--- config.mk ---
export PLATFORM = sky130hd
export DESIGN_NAME = booth_r4_seq_mult
export DESIGN_NICKNAME = d
export VERILOG_FILES = /design/src/rtl/booth_r4_seq_mult.sv
export SDC_FILE = /design/constraint.sdc
export NUM_CORES = 1
export LEC_CHECK = 0
export ABC_AREA = 1
export BUFFER_PORTS_ARGS = -buffer_cell sky130_fd_sc_hd__clkbuf_2
export CAP_MARGIN = 15
export CELL_PAD_IN_SITES_DETAIL_PLACEMENT = 0
export CELL_PAD_IN_SITES_GLOBAL_PLACEMENT = 1
export CORE_UTILIZATION = 39
export CTS_BUF_LIST = sky130_fd_sc_hd__clkbuf_2
export DETAILED_ROUTE_END_ITERATION = 7
export HOLD_SLACK_MARGIN = 0.15
export MAX_ROUTING_LAYER = met4
export PLACE_DENSITY_LB_ADDON = 0.1
export SYNTH_ARGS = -nofsm -noshare
export SYNTH_HDL_FRONTEND = slang
export SYNTH_SLANG_ARGS = --single-unit
--- constraint.sdc ---
create_clock -name clk -period 2 [get_ports clk]
set_clock_uncertainty 0.1 [all_clocks]
set_input_delay 0.1 -clock clk [delete_from_list [all_inputs] [get_ports clk]]
set_output_delay 0.1 -clock clk [all_outputs]
set_load 0.005 [all_outputs]
--- src/rtl/booth_r4_seq_mult.sv ---
// Sequential signed radix-4 Booth multiplier. Each RUN cycle it recodes one
// multiplier digit and uses an external N+2-bit adder to accumulate it.
module booth_r4_seq_mult #(
  parameter int N     = 16,
  parameter int CNT_W = 3
) (
  input  logic             clk,
  input  logic             rst_n,
  input  logic             in_valid,
  output logic             in_ready,
  input  logic [N-1:0]     a,
  input  logic [N-1:0]     b,
  output logic             out_valid,
  input  logic             out_ready,
  output logic [2*N-1:0]   product,
  output logic             busy,
  output logic [N+1:0]     add_x,
  output logic [N+1:0]     add_y,
  output logic             add_ci,
  input  logic [N+1:0]     add_s,
  input  logic             add_co
);

  typedef enum logic [1:0] {
    IDLE = 2'd0,
    RUN  = 2'd1,
    DONE = 2'd2
  } state_t;

  state_t             state_r;
  logic [N-1:0]       areg_r;
  logic [N+1:0]       acc_r;
  logic [N-1:0]       mq_r;
  logic               qm1_r;
  logic [CNT_W-1:0]   cnt_r;
  logic [2*N-1:0]     product_r;
  logic               out_valid_r;
  logic               busy_r;

  logic [N+1:0]       sext_a_s;
  logic [N+2:0]       pp_s;
  logic [N+1:0]       acc_nxt_s;
  logic [N-1:0]       mq_nxt_s;
  logic               last_step_s;
  logic               unused_add_co_s;

  // Booth digit recode: returns {ci, y}; negative digits are ones' complement plus ci.
  function automatic logic [N+2:0] booth_pp(input logic [2:0] t, input logic [N+1:0] ax);
    logic [N+2:0] r;
    case (t)
      3'b000, 3'b111: r = {1'b0, {(N+2){1'b0}}};
      3'b001, 3'b010: r = {1'b0, ax};
      3'b011:         r = {1'b0, ax[N:0], 1'b0};
      3'b100:         r = {1'b1, ~{ax[N:0], 1'b0}};
      3'b101, 3'b110: r = {1'b1, ~ax};
      default:        r = {1'b0, {(N+2){1'b0}}};
    endcase
    return r;
  endfunction

  assign sext_a_s        = {{2{areg_r[N-1]}}, areg_r};
  assign pp_s            = booth_pp({mq_r[1:0], qm1_r}, sext_a_s);
  assign acc_nxt_s       = {add_s[N+1], add_s[N+1], add_s[N+1:2]};
  assign mq_nxt_s        = {add_s[1:0], mq_r[N-1:2]};
  assign last_step_s     = (cnt_r == CNT_W'(N/2-1));
  assign unused_add_co_s = add_co;

  // Adder operands are only presented while stepping; quiet otherwise.
  always_comb begin
    add_x  = {(N+2){1'b0}};
    add_y  = {(N+2){1'b0}};
    add_ci = 1'b0;
    if (state_r == RUN) begin
      add_x  = acc_r;
      add_y  = pp_s[N+1:0];
      add_ci = pp_s[N+2];
    end else begin
      add_x  = {(N+2){1'b0}};
      add_y  = {(N+2){1'b0}};
      add_ci = 1'b0;
    end
  end

  // Control FSM and datapath registers.
  always_ff @(posedge clk or negedge rst_n) begin
    if (!rst_n) begin
      state_r     <= IDLE;
      areg_r      <= {N{1'b0}};
      acc_r       <= {(N+2){1'b0}};
      mq_r        <= {N{1'b0}};
      qm1_r       <= 1'b0;
      cnt_r       <= {CNT_W{1'b0}};
      product_r   <= {(2*N){1'b0}};
      out_valid_r <= 1'b0;
      busy_r      <= 1'b0;
    end else begin
      case (state_r)
        IDLE: begin
          if (in_valid) begin
            areg_r  <= a;
            mq_r    <= b;
            qm1_r   <= 1'b0;
            acc_r   <= {(N+2){1'b0}};
            cnt_r   <= {CNT_W{1'b0}};
            busy_r  <= 1'b1;
            state_r <= RUN;
          end else begin
            state_r <= IDLE;
          end
        end
        RUN: begin
          acc_r <= acc_nxt_s;
          mq_r  <= mq_nxt_s;
          qm1_r <= mq_r[1];
          cnt_r <= cnt_r + {{(CNT_W-1){1'b0}}, 1'b1};
          if (last_step_s) begin
            // Upper two accumulator bits are pure sign extension here.
            product_r   <= {acc_nxt_s[N-1:0], mq_nxt_s};
            out_valid_r <= 1'b1;
            busy_r      <= 1'b0;
            state_r     <= DONE;
          end else begin
            state_r <= RUN;
          end
        end
        DONE: begin
          if (out_ready) begin
            out_valid_r <= 1'b0;
            state_r     <= IDLE;
          end else begin
            state_r <= DONE;
          end
        end
        default: begin
          state_r     <= IDLE;
          out_valid_r <= 1'b0;
          busy_r      <= 1'b0;
        end
      endcase
    end
  end

  assign in_ready  = (state_r == IDLE);
  assign out_valid = out_valid_r;
  assign product   = product_r;
  assign busy      = busy_r;

endmodule
==> flow_summary.yaml, run 1 <==
power:
  p_leak_nw: 3.31
  sequentialPowerShare: 0.310
  power.density_mw_per_mm2: 1570
  vdd_drop_max_v: 0.000863
  pwr-share-clk: 0.118
  switchingPower_mw: 4.20
  combPwrFrac: 0.572
  p_int_mw: 5.65
  sw_frac_of_total: 0.427
run_status:
  violations: "negative setup slack"
  status: "complete, but fails checks"
floorplan:
  start_util: 0.406
  die-area_mm2: 0.0119
  core_mm2: 0.0110
  rows: 38
  die_w_um: 109
  die_h_um: 109
  pin_count: 127
layout:
  regArea_mm2: 0.00221
  synthToLayoutAreaGrowth_pct: 40.2
  layout.cells.most_common: "clkbuf_2"
  diodes: 0
  layout-drive-gt1-share: 0.336
  fillCellCount: 1077
  finalNonFillerCells: 876
  multiInputGateArea_mm2: 0.00180
  final_cell_mix: "clkbuf_2 (126), nand2_1 (119), dfrtp_1 (84)"
  fin_nets: 788
timing:
  period_share: 1.04
  fin_tns_setup_ns: -0.628
  max_freq_mhz: 482
  min_period_ns: 2.07
  worst_slew_pin_slew_ns: 0.625
  relSlewSlack: 0.582
  whs_ns: 0.226
  hold_viol: 0
  drv_slew: 0
  setup_viol: 14
  timing.final.ws_setup_ns: -0.0748
  rsz0062_at_grt: "true"
place:
  placedCellCount: 778
  place_hpwl_um: 7310
  portBuffers: 125
  place_congestion: 0.759
setup_path:
  worstPathRequired_ns: 1.80
  reg2reg_slack_ns: 0.08
  crit_fanout: 8
  rr_startpoint: "state_r[0]$_DFF_PN0_"
  reg2regPathDepth: 6
  cp.arrival_ns: 1.87
  path_class: "flop to primary output"
  cp-start-kind: "flop"
  crit_path_end_kind: "primary output"
  r2r-end: "mq_r[15]$_DFFE_PN0P_"
drt:
  drtIter0Drc: 191
  drt_pass1_iterations: 4
  vias: 4193
  vias_per_cell: 4.79
  wire_per_inst_um: 13.6
  ant_nets: 0
  drc_errors: 0
  routed_wl_um: 11900
logic_synthesis:
  yosys_register_bits: 88
  synth_edf_count: 0
  ys_warn_count: 0
  synth_area_mm2: 0.00448
  ys_seq_area_frac: 0.491
  synthArstFlopShare: 1.00
  avgSynthCellArea_um2: 8.41
  synth_cell_types: 29
  syn_inst: 533
  synth_fp_nets: 590
  ys.flop_type: "dfrtp_1"
clocking:
  cts.reportedPaths.clkPinSlew_ns: 0.23
  cts_buffers: 9
  cts.path.max_buffers: 2
  cts.sinks: 88
  h-tree-depth: 3
  clk_root_buffer_cell: "clkbuf_2"
  cts_tree: "built"
  clkLatencyLatePin_ns: 0.55
global_routing:
  antenna_found_initial: 0
  grt_max_degree: 65
  grtUsageMet1: 0.281
  busiest_layer: "met2"
  grtUsageTotal: 0.214
  grt_pass1_vias: 3857
  grt_overflow_total: 0
  grt_first_pass_wirelength_um: 18800
  use_met3: 0.0353
  use_met2: 0.334
min_path:
  min_path_type: "primary input to flop"
  hold_depth: 4
  whs_endpoint: "areg_r[2]$_DFFE_PN0P_"
  min_from: "a[2]"
flow_run:
  maxCapViolations: 0
-- logic make-up (layout without fill, tap and decap cells) --
kind of cell,Yosys count,after routing,share of synthesized area
compound gates,122,122,0.183
fa+ha+maj,2,2,0.00558
buf+inv,118,320,0.129
flops,88,88,0.491
simple gates,203,204,0.191
-- synth_stat cells, types with 7 or more instances --
cell type  number  area (um^2)
o21ai_0        18         90.1
o21ai_1        29          145
inv_1          81          304
nand3_1        34          170
o22ai_2        10          125
buf_4           9         67.6
buf_6          11          124
dfrtp_1        88         2200
nand2_1       121          454
o211ai_1        7         52.6
buf_2          12         60.1
a21oi_2        10         87.6
nor2_1         36          135
a21oi_1        21          105
o21ai_2        15          131
o22ai_1         7         43.8
-- area by class of cell --
type | count | share of cell area
clock buffer | 10 | 0.00797
clock inverter | 6 | 0.0171
inverter | 85 | 0.0524
multi-input combinational | 328 | 0.287
sequential | 88 | 0.351
tap | 140 | 0.0279
timing repair buffer | 219 | 0.256
-- worst max-delay path, stage by stage, from the launching register on --
cell and delay (ns):
dfrtp_2 0.51, inv_2 0.11, nand3_2 0.12, buf_6 0.17, nand3_1 0.08, nand2_1 0.06, a21oi_2 0.15, clkbuf_2 0.14
-- flip-flops by register name (all words and copies together), names as in the netlist, 2 cells and up --
register / count
state_r: 2
acc_r: 16
mq_r: 16
product: 32
cnt_r: 3
areg_r: 16
-- power by group through the flow --
| stage | clock network, mW | registers, mW | logic, mW |
|---|---|---|---|
| 3_3_place_gp | 0 | 3.04 | 4.69 |
| 6_report | 1.16 | 3.05 | 5.63 |
| 5_1_grt | 1.28 | 3.15 | 6.29 |
| 3_5_place_dp | 0 | 3.07 | 4.77 |
| 4_1_cts | 1.21 | 3.05 | 5.49 |
| 2_1_floorplan | 0 | 3.04 | 3.25 |
-- what timing repair did --
action / in CTS / in global routing
hold endpoints to repair: 161 / 1
hold buffers: 59 / 1
endpoints found under the setup margin: 37 / 30
pin swaps: 6 / 2
gates resized for setup: 25 / 28
buffers inserted: 15 / 3
gates cloned: 3 / 1
-- metrics by stage --
step / instance area (um^2) / total power, mW / utilization / setup WS [ns]
4_1_cts: 6180 / 9.75 / 0.561 / -0.113
3_3_place_gp: 5160 / 7.74 / 0.468 / 0.318
6_report: 6280 / 9.85 / 0.569 / -0.0748
2_1_floorplan: 4480 / 6.29 / - / 0.471
3_5_place_dp: 5160 / 7.84 / 0.468 / 0.304
5_1_grt: 6280 / 10.7 / 0.569 / -0.215
-- how the worst max path moves through the flow --
stage                         start        end  slack (ns)  depth (start not counted)
2_1_floorplan  state_r[1]$_DFF_PN0_  add_x[16]        0.47                          6
3_3_place_gp   state_r[1]$_DFF_PN0_  add_x[11]        0.32                          6
3_5_place_dp   state_r[1]$_DFF_PN0_   add_x[9]        0.30                          6
4_1_cts         mq_r[0]$_DFFE_PN0P_   add_y[1]       -0.11                          7
5_1_grt           qm1_r$_DFFE_PN0P_   add_y[2]       -0.22                          7
6_report          qm1_r$_DFFE_PN0P_   add_y[1]       -0.07                          7
-- per-layer routing --
layer  routed length (um)  up-vias
met5                    0        -
met3                  561        9
li1                     -     2097
met1                 5500     1980
met2                 5760      107
met4                  124        0
Note: power is estimated with default switching activity, not from simulation.
==> run 2: changes to the inputs <==
--- a/config.mk
+++ b/config.mk
@@ -10,12 +10,12 @@
 export CAP_MARGIN = 15
 export CELL_PAD_IN_SITES_DETAIL_PLACEMENT = 0
 export CELL_PAD_IN_SITES_GLOBAL_PLACEMENT = 1
-export CORE_UTILIZATION = 39
+export CORE_UTILIZATION = 36
 export CTS_BUF_LIST = sky130_fd_sc_hd__clkbuf_2
 export DETAILED_ROUTE_END_ITERATION = 7
 export HOLD_SLACK_MARGIN = 0.15
 export MAX_ROUTING_LAYER = met4
-export PLACE_DENSITY_LB_ADDON = 0.1
+export PLACE_DENSITY = 0.87
 export SYNTH_ARGS = -nofsm -noshare
 export SYNTH_HDL_FRONTEND = slang
 export SYNTH_SLANG_ARGS = --single-unit
==> constraint.sdc (replaced) <==
create_clock -name clk -period 1.8 [get_ports clk]
set_clock_uncertainty 0.1 [all_clocks]
set_input_delay 0.09 -clock clk [delete_from_list [all_inputs] [get_ports clk]]
set_output_delay 0.09 -clock clk [all_outputs]
set_load 0.005 [all_outputs]
==> flow_summary.yaml, run 2 (synthesized netlist as in run 1, its figures left out) <==
timing:
  relSlewSlack: 0.768
  min_period_ns: 2.13
  timing.final.ws_setup_ns: -0.325
  rsz0062_at_grt: "true"
  setup_viol: 36
  drv_slew: 0
  period_share: 1.18
  max_freq_mhz: 471
  hold_viol: 0
  worst_slew_pin_slew_ns: 0.347
setup_path:
  reg2reg_slack_ns: 0.13
  max_stage_delay_ns: 0.52
  worst_path_max_delay_cell: "dfrtp_2"
  worstPathRequired_ns: 1.61
  crit_path_end_kind: "primary output"
  path_class: "flop to primary output"
  cp-start-kind: "flop"
  crit_fanout: 8
  cp.arrival_ns: 1.94
  crit_chain: "buf_6 -> nor2_4 -> buf_6 -> nand3_1 -> nand2_1 -> inv_1 -> a21oi_2 -> clkbuf_2"
  cpMostUsedCell: "buf_6"
layout:
  finalNonFillerCells: 916
  final_cell_mix: "clkbuf_2 (118), nand2_1 (114), dfrtp_1 (85)"
  layout-drive-gt1-share: 0.375
  fin_nets: 799
  layout.cells.most_common: "clkbuf_2"
  synthToLayoutAreaGrowth_pct: 49.0
  largest_reg_flops: 32
power:
  power.density_mw_per_mm2: 1750
  vdd_drop_max_v: 0.000832
  p_leak_nw: 3.43
global_routing:
  grt_overflow_total: 0
  grt_max_degree: 63
  antenna_found_initial: 0
  grt_pass1_vias: 4066
  grtUsageTotal: 0.197
  grt_first_pass_wirelength_um: 19500
clocking:
  clkLatencyLatePin_ns: 0.56
  cts.reportedPaths.clkPinSlew_ns: 0.25
  cts_buffers: 9
  h-tree-depth: 3
  cts_tree: "built"
  cts.path.max_buffers: 2
  clk_root_buffer_cell: "clkbuf_2"
  cts.sinks: 88
drt:
  drtIter0Drc: 241
  vias_per_cell: 4.66
  wire_per_inst_um: 13.6
  drt_pass1_iterations: 4
  routed_wl_um: 12400
  vias: 4264
  drc_errors: 0
  ant_nets: 0
min_path:
  min_path_type: "primary input to flop"
floorplan:
  die-area_mm2: 0.0129
  pin_count: 127
  start_util: 0.371
  rows: 40
  die_h_um: 114
  die_w_um: 114
  core_mm2: 0.0121
place:
  dpl_worst_slack_ns: 0.162
  placedCellCount: 811
  place_congestion: 0.766
  place_hpwl_um: 7410
  portBuffers: 125
run_status:
  status: "complete, but fails checks"
  violations: "negative setup slack"
flow_run:
  maxCapViolations: 0
==> run 2: cell types whose count changed in the layout (fill, tap and decap cells not counted), sizes merged <==
cell	previous run	this run
buf	43	60
bufbuf	1	0
bufinv	3	0
clkbuf	126	121
clkinv	3	4
clkinvlp	0	1
diode	0	1
dlygate4sd3	59	56
inv	85	89
==> run 2: power by group <==
| group | switching, mW | leakage [nW] | internal [mW] | total, mW |
|---|---|---|---|---|
| registers | 0.514 | 1.05 | 2.89 | 3.40 |
| logic | 3.94 | 2.31 | 3.37 | 7.31 |
| clock network | 0.738 | 0.0622 | 0.199 | 0.937 |
==> run 2: worst max-delay path, delay by kind of cell (launching register included) <==
family          cells  cell delay (ns)
flops               1             0.52
buf+inv             4             0.48
simple gates        3             0.26
compound gates      1             0.15
==> run 2: final timing paths <==
path | endpoint | cells after the start | startpoint
worst min register to register | product[19]$_DFFE_PN0N_ | 2 | product[19]$_DFFE_PN0N_
min in group asynchronous | areg_r[13]$_DFFE_PN0P_ | 4 | rst_n
worst min-delay path | areg_r[4]$_DFFE_PN0P_ | 4 | a[4]
max in group asynchronous | acc_r[2]$_DFFE_PN0P_ | 4 | rst_n
worst max-delay path | add_y[1] | 8 | qm1_r$_DFFE_PN0P_
worst max register to register | mq_r[9]$_DFFE_PN0P_ | 10 | state_r[1]$_DFF_PN0_
==> run 2: final cells by class <==
type                       instances  area [um^2]
antenna                            1         2.50
multi-input combinational        328         1960
fill                            1054         5390
clock inverter                     7         53.8
clock buffer                       9         45.0
tap                              168          210
inverter                          85          338
timing repair buffer             228         1820
timing repair inverter             2         38.8
sequential                        88         2210
==> run 2: timing repair <==
action / in CTS / in global routing
gates cloned: 4 / 4
hold buffers: 57 / 0
hold endpoints to repair: 162 / 0
pin swaps: 15 / 17
endpoints found under the setup margin: 37 / 40
gates resized for setup: 45 / 69
buffers inserted: 8 / 16
==> run 2: metrics by stage <==
stage / power [mW] / setup TNS [ns] / utilization / hold slack (ns) / cell area (um^2)
5_1_grt: 12.6 / -11.43 / 0.553 / 0.149 / 6670
6_report: 11.6 / -6.80 / 0.553 / 0.206 / 6680
2_1_floorplan: 6.98 / 0 / - / -0.306 / 4480
3_3_place_gp: 8.66 / 0 / 0.437 / -0.0574 / 5270
4_1_cts: 10.5 / -6.73 / 0.516 / 0.151 / 6220
3_5_place_dp: 8.81 / 0 / 0.437 / -0.0540 / 5270
==> run 2: layer usage <==
layer / GRT usage / vias up / share of wire / routed length (um)
met4: 0.0632 / 0 / 0.014 / 177
met2: 0.315 / 109 / 0.49 / 6120
met5: - / - / 0 / 0
met3: 0.0298 / 15 / 0.041 / 505
met1: 0.257 / 2020 / 0.45 / 5630
li1: - / 2120 / - / -
